File: src/rtl/rv32im_pkg.sv
`default_nettype none
// ============================================================================
// Module      : rv32im_pkg
// Description : Shared definitions for the M-extension issue/retire stage:
//               funct3 encodings (MUL..REMU), issue FSM state encoding,
//               default datapath widths and a small decode helper.
// Revision    : 1.0 - initial release
// ============================================================================
package rv32im_pkg;

  localparam int XLEN_DEF = 32;
  localparam int REGW_DEF = 5;

  localparam logic [2:0] F3_MUL    = 3'b000;
  localparam logic [2:0] F3_MULH   = 3'b001;
  localparam logic [2:0] F3_MULHSU = 3'b010;
  localparam logic [2:0] F3_MULHU  = 3'b011;
  localparam logic [2:0] F3_DIV    = 3'b100;
  localparam logic [2:0] F3_DIVU   = 3'b101;
  localparam logic [2:0] F3_REM    = 3'b110;
  localparam logic [2:0] F3_REMU   = 3'b111;

  typedef enum logic [1:0] {
    ST_IDLE   = 2'd0,
    ST_LAUNCH = 2'd1,
    ST_WAIT   = 2'd2,
    ST_RETIRE = 2'd3
  } state_e;

  // The iterative unit only produces the low product word; the high-word
  // multiplies are retired as zero by the issue stage.
  function automatic logic is_unsupported(input logic [2:0] f3);
    return (f3 == F3_MULH) || (f3 == F3_MULHSU) || (f3 == F3_MULHU);
  endfunction

endpackage
`default_nettype wire

File: src/rtl/rv32im_muldiv_special.sv
`default_nettype none
// ============================================================================
// Module      : rv32im_muldiv_special
// Description : Combinational detector for M-op cases whose result is known
//               without iterating: divide/remainder by zero, signed overflow
//               (MIN / -1) and multiply by zero. Used only when the
//               MULDIV_FASTPATH_EN build macro is defined.
// Revision    : 1.0 - initial release
// Ports       : funct3_i  - M-op selector
//               rs1_i     - operand 1
//               rs2_i     - operand 2
//               hit_o     - operands form a special case
//               value_o   - architectural result when hit_o is set
// ============================================================================
module rv32im_muldiv_special
  import rv32im_pkg::*;
#(
  parameter int XLEN = XLEN_DEF
) (
  input  logic [2:0]      funct3_i,
  input  logic [XLEN-1:0] rs1_i,
  input  logic [XLEN-1:0] rs2_i,
  output logic            hit_o,
  output logic [XLEN-1:0] value_o
);

  localparam logic [XLEN-1:0] XMIN = {1'b1, {(XLEN-1){1'b0}}};

  logic div_zero;
  logic sgn_ovf;

  assign div_zero = (rs2_i == '0);
  assign sgn_ovf  = (rs1_i == XMIN) && (rs2_i == '1);

  always_comb begin
    hit_o   = 1'b0;
    value_o = '0;
    case (funct3_i)
      F3_MUL: begin
        if ((rs1_i == '0) || (rs2_i == '0)) begin
          hit_o   = 1'b1;
          value_o = '0;
        end
      end
      F3_DIV: begin
        if (div_zero) begin
          hit_o   = 1'b1;
          value_o = '1;
        end else if (sgn_ovf) begin
          hit_o   = 1'b1;
          value_o = XMIN;
        end
      end
      F3_DIVU: begin
        if (div_zero) begin
          hit_o   = 1'b1;
          value_o = '1;
        end
      end
      F3_REM: begin
        if (div_zero) begin
          hit_o   = 1'b1;
          value_o = rs1_i;
        end else if (sgn_ovf) begin
          hit_o   = 1'b1;
          value_o = '0;
        end
      end
      F3_REMU: begin
        if (div_zero) begin
          hit_o   = 1'b1;
          value_o = rs1_i;
        end
      end
      default: ;
    endcase
  end

endmodule
`default_nettype wire

File: src/rtl/rv32im_muldiv_issue.sv
`default_nettype none
// ============================================================================
// Module      : rv32im_muldiv_issue
// Description : Issue/retire stage in front of the iterative M-extension
//               unit. Accepts one decoded M-op, launches it into the unit,
//               collects the result and presents {rd, data} to writeback.
//               Handles flush, stall on writeback and unsupported high-word
//               multiplies. Build macro MULDIV_FASTPATH_EN resolves the
//               RISC-V special cases locally without launching the unit.
// Revision    : 1.0 - initial release
// Ports       : clk_i, reset_ni (async, active-low), flush_i
//               issue_*   - execute-side request (valid/ready, funct3, rd, rs1/rs2)
//               md_*_o    - to unit: clear, launch pulse, op, operands, ack
//               md_*_i    - from unit: busy, result-ready level, result
//               wb_*      - writeback valid/ready, rd, data
//               unsupported_o - pulse when MULH/MULHSU/MULHU retires as 0
// ============================================================================
module rv32im_muldiv_issue
  import rv32im_pkg::*;
#(
  parameter int XLEN = XLEN_DEF,
  parameter int REGW = REGW_DEF
) (
  input  logic            clk_i,
  input  logic            reset_ni,
  input  logic            flush_i,
  input  logic            issue_valid_i,
  output logic            issue_ready_o,
  input  logic [2:0]      funct3_i,
  input  logic [REGW-1:0] rd_i,
  input  logic [XLEN-1:0] rs1_data_i,
  input  logic [XLEN-1:0] rs2_data_i,
  output logic            md_clear_o,
  output logic            md_data_ready_o,
  output logic [2:0]      md_operation_o,
  output logic [XLEN-1:0] md_operand1_o,
  output logic [XLEN-1:0] md_operand2_o,
  input  logic            md_busy_i,
  input  logic            md_data_ready_i,
  input  logic [XLEN-1:0] md_result_i,
  output logic            md_writeback_ce_o,
  output logic            wb_valid_o,
  input  logic            wb_ready_i,
  output logic [REGW-1:0] wb_rd_o,
  output logic [XLEN-1:0] wb_data_o,
  output logic            unsupported_o
);

  state_e            state_q, state_d;
  logic [2:0]        funct3_q, funct3_d;
  logic [REGW-1:0]   rd_q, rd_d;
  logic [XLEN-1:0]   op1_q, op1_d;
  logic [XLEN-1:0]   op2_q, op2_d;
  logic [XLEN-1:0]   data_q, data_d;
  logic              unsup_q, unsup_d;
  logic              clear_q, clear_d;
  logic              init_q;
  logic              wb_ce;
  logic              fast_hit;
  logic [XLEN-1:0]   fast_value;

`ifdef MULDIV_FASTPATH_EN
  rv32im_muldiv_special #(
    .XLEN(XLEN)
  ) u_special (
    .funct3_i (funct3_i),
    .rs1_i    (rs1_data_i),
    .rs2_i    (rs2_data_i),
    .hit_o    (fast_hit),
    .value_o  (fast_value)
  );
`else
  assign fast_hit   = 1'b0;
  assign fast_value = '0;
`endif

  always_ff @(posedge clk_i or negedge reset_ni) begin
    if (!reset_ni) begin
      state_q  <= ST_IDLE;
      funct3_q <= '0;
      rd_q     <= '0;
      op1_q    <= '0;
      op2_q    <= '0;
      data_q   <= '0;
      unsup_q  <= 1'b0;
      clear_q  <= 1'b0;
      init_q   <= 1'b0;
    end else begin
      state_q  <= state_d;
      funct3_q <= funct3_d;
      rd_q     <= rd_d;
      op1_q    <= op1_d;
      op2_q    <= op2_d;
      data_q   <= data_d;
      unsup_q  <= unsup_d;
      clear_q  <= clear_d;
      init_q   <= 1'b1;
    end
  end

  always_comb begin
    state_d  = state_q;
    funct3_d = funct3_q;
    rd_d     = rd_q;
    op1_d    = op1_q;
    op2_d    = op2_q;
    data_d   = data_q;
    unsup_d  = 1'b0;
    clear_d  = 1'b0;
    wb_ce    = 1'b0;

    if (flush_i) begin
      // Flush beats any concurrent issue or writeback handshake; the unit
      // only needs clearing if an op was actually handed to it.
      state_d = ST_IDLE;
      clear_d = (state_q == ST_LAUNCH) || (state_q == ST_WAIT);
    end else begin
      case (state_q)
        ST_IDLE: begin
          if (issue_valid_i) begin
            funct3_d = funct3_i;
            rd_d     = rd_i;
            op1_d    = rs1_data_i;
            op2_d    = rs2_data_i;
            if (is_unsupported(funct3_i)) begin
              data_d  = '0;
              unsup_d = 1'b1;
              state_d = ST_RETIRE;
            end else if (fast_hit) begin
              data_d  = fast_value;
              state_d = ST_RETIRE;
            end else begin
              state_d = ST_LAUNCH;
            end
          end
        end
        ST_LAUNCH: begin
          state_d = ST_WAIT;
        end
        ST_WAIT: begin
          if (md_data_ready_i && !md_busy_i) begin
            data_d  = md_result_i;
            wb_ce   = 1'b1;
            state_d = ST_RETIRE;
          end
        end
        ST_RETIRE: begin
          if (wb_ready_i) begin
            state_d = ST_IDLE;
          end
        end
        default: begin
          state_d = ST_IDLE;
        end
      endcase
    end
  end

  assign issue_ready_o     = (state_q == ST_IDLE);
  assign md_data_ready_o   = (state_q == ST_LAUNCH);
  assign md_operation_o    = funct3_q;
  assign md_operand1_o     = op1_q;
  assign md_operand2_o     = op2_q;
  assign md_writeback_ce_o = wb_ce;
  assign wb_valid_o        = (state_q == ST_RETIRE);
  assign wb_rd_o           = rd_q;
  assign wb_data_o         = data_q;
  assign unsupported_o     = unsup_q;
  // Post-reset clear: low while reset is held, high from release until the
  // first rising edge so the unit samples exactly one clear.
  assign md_clear_o        = clear_q | (reset_ni & ~init_q);

endmodule
`default_nettype wire

File: config.mk
export PLATFORM = sky130hd
export DESIGN_NAME = rv32im_muldiv_issue
export DESIGN_NICKNAME = d
export VERILOG_FILES = /design/src/rtl/rv32im_pkg.sv /design/src/rtl/rv32im_muldiv_special.sv /design/src/rtl/rv32im_muldiv_issue.sv
export SDC_FILE = /design/constraint.sdc
export NUM_CORES = 1
export LEC_CHECK = 0
export ABC_AREA = 1
export CAP_MARGIN = 20
export CORE_ASPECT_RATIO = 0.5
export CORE_MARGIN = 10
export CORE_UTILIZATION = 45
export DETAILED_ROUTE_END_ITERATION = 8
export GPL_ROUTABILITY_DRIVEN = 1
export PLACE_DENSITY_LB_ADDON = 0.12
export REMOVE_ABC_BUFFERS = 1
export SLEW_MARGIN = 20
export SYNTH_ARGS = -nofsm -noshare
export SYNTH_HDL_FRONTEND = slang
export SYNTH_SLANG_ARGS = --single-unit
File: constraint.sdc
create_clock -name clk_i -period 2.6 [get_ports clk_i]
set_input_delay 0.52 -clock clk_i [delete_from_list [all_inputs] [get_ports clk_i]]
set_output_delay 0.52 -clock clk_i [all_outputs]
set_load 0.03 [all_outputs]
==> impl_metrics.py, run 1 <==
metrics = {
    "critical_path": {
        "reg2reg_depth": 9,
        "arrival_ns": 1.91,
        "rrSetupSlack_ns": 0.70,
        "crit_path_end_kind": "primary output",
        "worstSetupPathType": "reg -> out",
        "r2r_start": "state_q[0]",
        "crit_path_max_fanout": 8,
        "cp-start-kind": "flop",
        "cp.required_ns": 2.08,
        "r2r-end": "wb_data_o[9]",
    },
    "final_layout": {
        "fill_cells": 832,
        "syn2layout_area_growth_pct": 53.0,
        "n_antenna_cell": 0,
        "layout-drive-gt1-share_pct": 5.56,
        "fin_nets": 884,
    },
    "sta": {
        "finalCritPeriodShare_pct": 93.3,
        "slew_violations": 0,
        "final_hold_viol_count": 0,
        "worst_slack_ns": 0.173,
        "tns_ns": 0,
        "fmax_ghz": 0.412,
        "grt_setup_unrepaired": "no",
        "relSlewSlack_pct": 60.4,
        "worst-slew-pin-transition_ns": 0.594,
        "period_minus_slack_ns": 2.43,
        "fin_skew_ns": 0.00921,
        "finalSetupViolations": 0,
    },
    "route": {
        "drc": 0,
        "firstDrtPassIters": 4,
        "ant_nets": 0,
        "vias_per_cell": 4.44,
        "wire_per_inst_um": 15.0,
        "first_iter_violations": 244,
        "drt-total-wl_mm": 13.7,
        "routed-via-count": 4062,
    },
    "power": {
        "p_clk_share_pct": 14.1,
        "power_frac_seq_pct": 31.2,
        "power_density_mw_per_mm2": 1280,
        "p_switching_mw": 4.19,
        "power.leakage_nw": 3.83,
        "swShare_pct": 44.8,
        "max-vdd-ir-drop_uv": 614,
        "p_comb_share_pct": 54.7,
        "p_int_mw": 5.16,
    },
    "place": {
        "place_ws_ns": 0.410,
        "place_congestion": 0.789,
        "place_hpwl_mm": 10.2,
        "port-buffer-count": 220,
    },
    "synth": {
        "ys_ff_latch": 109,
        "yosysWarnings": 0,
        "netlist_area_mm2": 0.00477,
        "syn-instance-count": 560,
        "synthDistinctLibCells": 23,
        "seq_area_frac_synth_pct": 57.2,
        "avgSynthCellArea_um2": 8.52,
    },
    "floorplan": {
        "die_h_um": 92.8,
        "dieArea_mm2": 0.0154,
        "io_pins": 221,
        "initial_core_util_pct": 46.4,
        "die_w_um": 166,
        "fp.coreArea_mm2": 0.0103,
        "placementRows": 26,
    },
    "clock_tree": {
        "clkTransAtPathRegs_ns": 0.08,
        "ctsHoldBuffers": 0,
        "clockBufferDepth": 2,
        "clock_latency_ns": 0.34,
        "cts_buffers": 9,
        "htreeDepth": 3,
        "cts_root_buf": "clkbuf_16",
        "post_cts_buffers": 0,
        "cts_tree": "yes",
        "clkSinkCount": 109,
    },
    "run": {
        "max-cap-violations": 0,
    },
    "run_status": {
        "status": "finished, final reports clean",
    },
    "grt": {
        "grt_use_met1_pct": 20.3,
        "grt_first_pass_wirelength_mm": 21.3,
        "antenna_found_initial": 0,
        "busiest_layer": "met2",
        "grt_max_degree": 113,
        "grt_pass1_vias": 4046,
        "overflow": 0,
        "grt_util_all_layers_pct": 17.4,
        "use_met2_pct": 29.8,
        "grt_util_met3_pct": 6.49,
    },
    "hold_path": {
        "hold_class": "in -> async",
    },
}
## power groups by stage
| stage | logic, mW | clock network, mW | registers [mW] |
|---|---|---|---|
| 6_report | 5.12 | 1.32 | 2.92 |
| 5_1_grt | 5.51 | 1.43 | 3.03 |
| 4_1_cts | 5.20 | 1.35 | 2.92 |
| 3_5_place_dp | 5.19 | 0 | 2.94 |
| 3_3_place_gp | 5.12 | 0 | 2.91 |
| 2_1_floorplan | 1.23 | 0 | 4.50 |
## cell usage after synthesis, drive strengths merged
library cell | n | area share [%]
nor2 | 6 | 0.79
nand3b | 1 | 0.16
o21ai | 76 | 8.1
clkbuf | 7 | 0.58
buf | 22 | 3.8
conb | 1 | 0.079
nor3 | 1 | 0.10
nand2 | 177 | 14
ha | 4 | 1.0
dfrtp | 109 | 57
nand3 | 39 | 4.8
inv | 116 | 9.1
o21bai | 1 | 0.16
## flip-flops by register name, indices dropped and copies added (netlist names)
name / flops
state_q: 2
unsupported_o: 1
wb_rd_o: 5
init_q: 1
clear_q: 1
md_operation_o: 3
md_operand1_o: 32
md_operand2_o: 32
wb_data_o: 32
## how the worst max path moves through the flow
| stage | startpoint | to | slack (ns) | cells after the start |
|---|---|---|---|---|
| finish | state_q[0] | issue_ready_o | 0.17 | 3 |
| global route | state_q[0] | issue_ready_o | 0.09 | 3 |
| CTS | state_q[0] | issue_ready_o | 0.03 | 3 |
| detailed placement | state_q[0] | issue_ready_o | 0.41 | 3 |
| global placement | state_q[0] | issue_ready_o | 0.47 | 3 |
| floorplan | state_q[0] | md_writeback_ce_o | 0.07 | 4 |
## through the flow
stage | instance area, um^2 | utilization, % | total power, mW | hold WS (ns) | std cells
global placement | 7010 | 68.2 | 8.02 | 0.454 | 898
detailed placement | 7010 | 68.2 | 8.13 | 0.458 | 898
finish | 7300 | 71.0 | 9.36 | 0.238 | 914
floorplan | 4560 | - | 5.73 | 0.224 | 531
CTS | 7290 | 70.9 | 9.47 | 0.302 | 914
global route | 7300 | 71.0 | 9.96 | 0.267 | 914
## cell families (layout without fill, tap and decap cells)
logic type,count (synthesis),in the layout,synth area share (%)
adders and majority gates,4,4,1.05
AOI/OAI and AO/OA,77,77,8.21
other,1,1,0.0786
buffers and inverters,145,359,13.5
and+or+nand+nor,224,224,20.0
DFF,109,109,57.2
## timing repair
action / 4_1_cts / 5_1_grt
resized for setup: 0 / 1
endpoints found under the setup margin: 0 / 1
hold endpoints to repair: 0 / 0
## worst max-delay path: stages, from the launching register on
cell,delay (ns)
dfrtp_1,0.42
inv_1,0.10
ha_2,0.31
clkdlybuf4s50_1,0.72
## area by class of cell
type / instances / area, um^2 / area share (%)
Clock buffer: 10 / 229 / 3.14
Clock inverter: 6 / 53.8 / 0.737
Inverter: 116 / 435 / 5.97
Multi-Input combinational cell: 306 / 1400 / 19.2
Sequential cell: 109 / 2730 / 37.4
Tap cell: 140 / 175 / 2.40
Timing Repair Buffer: 227 / 2270 / 31.1
## cell usage in the layout, fill, tap and decap left out, types with 3 or more instances in the layout
cell / n
inv_1: 110
nor2_1: 4
o21ai_0: 22
buf_4: 8
inv_2: 6
ha_1: 3
nand2_2: 4
dfrtp_1: 109
nand2_1: 173
nand3_1: 35
o21ai_1: 53
clkdlybuf4s50_1: 217
clkbuf_16: 9
## routing by layer
layer  part of all wire, %  wire [um]
met1                    41       5600
met2                    48       6640
met3                   9.2       1270
met4                   1.4        190
met5                     0          0
No activity file was read; power rests on OpenSTA's default activity.
==> run 2: changes to the inputs <==
--- a/config.mk
+++ b/config.mk
@@ -12,7 +12,8 @@
 export CORE_UTILIZATION = 45
 export DETAILED_ROUTE_END_ITERATION = 8
 export GPL_ROUTABILITY_DRIVEN = 1
-export PLACE_DENSITY_LB_ADDON = 0.12
+export HOLD_SLACK_MARGIN = 0.05
+export PLACE_DENSITY = 0.92
 export REMOVE_ABC_BUFFERS = 1
 export SLEW_MARGIN = 20
 export SYNTH_ARGS = -nofsm -noshare
==> impl_metrics.py, run 2 (synthesis results as in run 1) <==
metrics = {
    "final_layout": {
        "final_cell_count_no_fill": 912,
        "layout_common_cells": "clkdlybuf4s50_1 (216), nand2_1 (173), inv_1 (110)",
        "syn2layout_area_growth_pct": 54.0,
        "fin_nets": 882,
        "multiInputGateArea_mm2": 0.00140,
        "seq_area_mm2": 0.00273,
        "layout_commonest_cell": "clkdlybuf4s50_1",
        "fin_util_pct": 71.4,
        "layout-drive-gt1-share_pct": 5.31,
        "n_antenna_cell": 0,
        "fill_cells": 776,
    },
    "grt": {
        "grt_pass1_vias": 4138,
        "overflow": 0,
        "antenna_found_initial": 0,
        "grt_first_pass_wirelength_mm": 21.4,
        "grt_max_degree": 146,
        "grt_util_all_layers_pct": 17.4,
    },
    "clock_tree": {
        "htreeDepth": 3,
        "clockBufferDepth": 2,
        "clock_latency_ns": 0.34,
        "clkTransAtPathRegs_ns": 0.07,
        "cts_buffers": 9,
        "clkSinkCount": 109,
        "cts_tree": "yes",
        "cts_root_buf": "clkbuf_16",
        "post_cts_buffers": 0,
        "cts.repair.resized": 0,
        "ctsHoldBuffers": 0,
    },
    "sta": {
        "finalCritPeriodShare_pct": 85.4,
        "relSlewSlack_pct": 62.0,
        "final_hold_viol_count": 0,
        "grt_setup_unrepaired": "no",
        "fmax_ghz": 0.450,
        "fin_skew_ns": 0.00482,
        "period_minus_slack_ns": 2.22,
        "tns_ns": 0,
        "worst-slew-pin-transition_ns": 0.570,
        "slew_violations": 0,
        "finalSetupViolations": 0,
    },
    "power": {
        "max-vdd-ir-drop_uv": 563,
        "power_density_mw_per_mm2": 1300,
        "power.leakage_nw": 3.85,
    },
    "floorplan": {
        "die_w_um": 166,
        "placementRows": 26,
        "io_pins": 221,
        "die_h_um": 92.8,
        "fp.coreArea_mm2": 0.0103,
        "initial_core_util_pct": 46.4,
        "dieArea_mm2": 0.0154,
    },
    "place": {
        "place_hpwl_mm": 10.5,
        "dp_cells": 896,
        "port-buffer-count": 220,
        "place_congestion": 0.818,
    },
    "critical_path": {
        "worstSetupPathType": "reg -> out",
        "crit_path_start": "state_q[0]",
        "r2r-end": "wb_data_o[15]",
        "r2r_start": "state_q[0]",
        "cp.required_ns": 2.08,
        "crit_path_end_kind": "primary output",
        "cp-start-kind": "flop",
        "crit_path_max_fanout": 10,
        "reg2reg_depth": 9,
        "endpoint": "md_writeback_ce_o",
        "arrival_ns": 1.70,
        "rrSetupSlack_ns": 0.67,
    },
    "route": {
        "drt-total-wl_mm": 13.8,
        "firstDrtPassIters": 5,
        "first_iter_violations": 319,
        "wire_per_inst_um": 15.1,
        "routed-via-count": 4157,
        "ant_nets": 0,
        "drc": 0,
        "vias_per_cell": 4.56,
    },
    "run_status": {
        "status": "finished, final reports clean",
    },
    "hold_path": {
        "hold_class": "in -> async",
    },
    "run": {
        "max-cap-violations": 0,
    },
}
-- run 2: power breakdown --
group / internal [mW] / switching (mW) / leakage, nW
Clock: 0.879 / 0.615 / 0.157
Sequential: 2.50 / 0.434 / 1.40
Combinational: 2.00 / 3.12 / 2.30
-- run 2: how the worst min path moves through the flow --
stage                             start           endpoint  slack, ns  cells after the start
after floorplan                reset_ni            clear_q       0.22                      0
after global placement    wb_data_o[12]      wb_data_o[12]       0.45                      2
after detailed placement  wb_data_o[25]      wb_data_o[25]       0.46                      2
after CTS                      reset_ni         wb_rd_o[4]       0.29                      2
after global routing           reset_ni  md_operand2_o[13]       0.31                      2
final                          reset_ni         wb_rd_o[4]       0.26                      2
-- run 2: worst max-delay path, cell delays in order (launching register included) --
cell     delay, ns
dfrtp_1       0.41
inv_1         0.09
ha_1          0.42
inv_2         0.08
nor3_1        0.18
buf_4         0.19
-- run 2: area by class of cell --
cell class                 count  share of cell area, %
timing repair buffer         225                   30.9
clock inverter                 6                   1.29
inverter                     116                   5.93
clock buffer                  10                   3.25
sequential                   109                   37.1
tap                          140                   2.39
multi-input combinational    306                   19.1
-- run 2: metrics by stage --
stage | power, mW | instance area (um^2) | hold WS [ns] | worst slack (ns)
2_1_floorplan | 5.73 | 4560 | 0.224 | 0.0681
3_3_place_gp | 7.99 | 7010 | 0.454 | 0.462
3_5_place_dp | 8.15 | 7010 | 0.459 | 0.416
4_1_cts | 9.67 | 7340 | 0.292 | 0.0372
5_1_grt | 10.1 | 7340 | 0.309 | 0.255
6_report | 9.55 | 7340 | 0.256 | 0.379
-- run 2: per-layer routing --
layer  track usage (%)  vias to the layer above  routed length (um)
li1                  -                     2096                   -
met5                 0                        -                   0
met3              4.68                       18                 956
met4              5.52                        0                 268
met1              18.2                     1920                5160
met2              33.2                      123                7400
==> run 3: changes to the inputs <==
--- a/config.mk
+++ b/config.mk
@@ -12,6 +12,7 @@
 export CORE_UTILIZATION = 45
 export DETAILED_ROUTE_END_ITERATION = 8
 export GPL_ROUTABILITY_DRIVEN = 1
+export GPL_TIMING_DRIVEN = 0
 export HOLD_SLACK_MARGIN = 0.05
 export PLACE_DENSITY = 0.92
 export REMOVE_ABC_BUFFERS = 1
==> impl_metrics.py, run 3 (synthesis results as in run 1) <==
metrics = {
    "run_status": {
        "status": "finished, final reports clean",
    },
    "power": {
        "power.leakage_nw": 3.86,
        "p_clk_share_pct": 14.6,
        "max-vdd-ir-drop_uv": 527,
        "swShare_pct": 44.7,
        "p_comb_share_pct": 54.4,
        "power_frac_seq_pct": 30.9,
        "power_density_mw_per_mm2": 1290,
        "p_int_mw": 5.25,
        "p_switching_mw": 4.24,
    },
    "sta": {
        "finalSetupViolations": 0,
        "worst_slack_ns": 0.0910,
        "slew_violations": 0,
        "period_minus_slack_ns": 2.51,
        "final_hold_viol_count": 0,
        "relSlewSlack_pct": 49.2,
        "finalCritPeriodShare_pct": 96.5,
        "fin_skew_ns": 0.00589,
        "fmax_ghz": 0.399,
        "tns_ns": 0,
        "worst-slew-pin-transition_ns": 0.760,
        "grt_setup_unrepaired": "no",
    },
    "final_layout": {
        "layout-drive-gt1-share_pct": 5.06,
        "final_cell_count_no_fill": 910,
        "n_antenna_cell": 0,
        "layout_commonest_cell": "clkdlybuf4s50_1",
        "syn2layout_area_growth_pct": 54.2,
        "layout_common_cells": "clkdlybuf4s50_1 (217), nand2_1 (173), inv_1 (110)",
        "fin_nets": 881,
    },
    "floorplan": {
        "die_h_um": 92.8,
        "placementRows": 26,
        "dieArea_mm2": 0.0154,
        "fp.coreArea_mm2": 0.0103,
        "io_pins": 221,
        "initial_core_util_pct": 46.4,
        "die_w_um": 166,
    },
    "clock_tree": {
        "cts_buffers": 9,
        "clkTransAtPathRegs_ns": 0.07,
        "cts_root_buf": "clkbuf_16",
        "htreeDepth": 3,
        "cts_tree": "yes",
        "clock_latency_ns": 0.34,
        "clkSinkCount": 109,
        "clockBufferDepth": 2,
    },
    "place": {
        "dp_cells": 893,
        "port-buffer-count": 220,
        "place_ws_ns": -0.107,
        "place_hpwl_mm": 10.5,
        "place_congestion": 0.806,
    },
    "route": {
        "wire_per_inst_um": 15.9,
        "firstDrtPassIters": 4,
        "drt-total-wl_mm": 14.4,
        "ant_nets": 0,
        "routed-via-count": 4214,
        "first_iter_violations": 247,
        "vias_per_cell": 4.63,
        "drc": 0,
    },
    "hold_path": {
        "hold_class": "in -> async",
    },
    "grt": {
        "grt_first_pass_wirelength_mm": 22.4,
        "overflow": 0,
        "antenna_found_initial": 0,
        "grt_util_all_layers_pct": 18.2,
        "grt_pass1_vias": 4316,
        "grt_max_degree": 79,
    },
    "critical_path": {
        "cp.required_ns": 2.08,
        "worstSetupPathType": "reg -> out",
        "crit_path_max_fanout": 8,
        "r2r_start": "state_q[0]",
        "cp-start-kind": "flop",
        "crit_path_end_kind": "primary output",
        "arrival_ns": 1.99,
        "crit_path_start": "state_q[0]",
    },
    "run": {
        "max-cap-violations": 0,
    },
}
[run 3: cell count changes in the layout (fill, tap and decap cells not counted), sizes merged]
cell	before	now
buf	8	3
dlygate4sd2	0	1
bufbuf	0	1
bufinv	2	1
clkinv	1	2
clkdlybuf4s50	216	217
clkinvlp	2	1
inv	117	118
[run 3: critical path, stage by stage, from the launching register on]
cell	delay [ns]
dfrtp_1	0.42
inv_1	0.14
ha_2	0.35
clkdlybuf4s50_1	0.74
[run 3: final cells by class]
cell class	instances	area, um^2
well taps	140	175
fillers	745	2920
repair buffers	224	2310
clock buffers	9	225
inverters	116	435
clock inverters	6	72.6
flip-flops and latches	109	2730
multi-input cells	306	1420
[run 3: power by group through the flow]
stage / registers [mW] / clock network (mW) / logic (mW)
3_3_place_gp: 2.90 / 0 / 5.04
3_5_place_dp: 2.95 / 0 / 5.17
5_1_grt: 3.05 / 1.48 / 5.50
4_1_cts: 2.94 / 1.41 / 5.24
2_1_floorplan: 4.50 / 0 / 1.23
6_report: 2.94 / 1.39 / 5.16
[run 3: what timing repair did]
action                                  4_1_cts  5_1_grt
gates resized for setup                       3        2
endpoints found under the setup margin        3        1
buffers inserted                              1        0
gates cloned                                  1        0
hold buffers                                  0        0
[run 3: per-layer routing]
metal / routed length (um) / share of wire (%) / global-route usage, % / up-vias
met5: 0 / 0 / 0 / -
met4: 323 / 2.2 / 6.03 / 0
met3: 930 / 6.4 / 4.77 / 26
met2: 7770 / 54 / 34.3 / 119
met1: 5420 / 38 / 19.4 / 1979
li1: - / - / - / 2090
[run 3: path summary, 6_finish.rpt]
path | slack [ns] | cells past startpoint | end
worst min-delay path | 0.08 | 1 | md_operand1_o[6]
worst min register to register | 0.47 | 2 | wb_data_o[3]
min in group clk_i | 0.47 | 2 | wb_data_o[3]
worst max-delay path | 0.09 | 3 | issue_ready_o
worst max register to register | 0.31 | 5 | md_operand1_o[8]
max in group asynchronous | 1.86 | 2 | md_operand1_o[5]
[run 3: per-stage QoR]
step | power, mW | utilization [%] | area, um^2 | hold slack (ns)
2_1_floorplan | 5.73 | - | 4560 | 0.224
3_3_place_gp | 7.94 | 67.5 | 6940 | 0.454
3_5_place_dp | 8.12 | 68.1 | 7000 | 0.443
4_1_cts | 9.59 | 71.5 | 7350 | 0.0765
6_report | 9.49 | 71.6 | 7360 | 0.0789
5_1_grt | 10.0 | 71.6 | 7360 | 0.0928
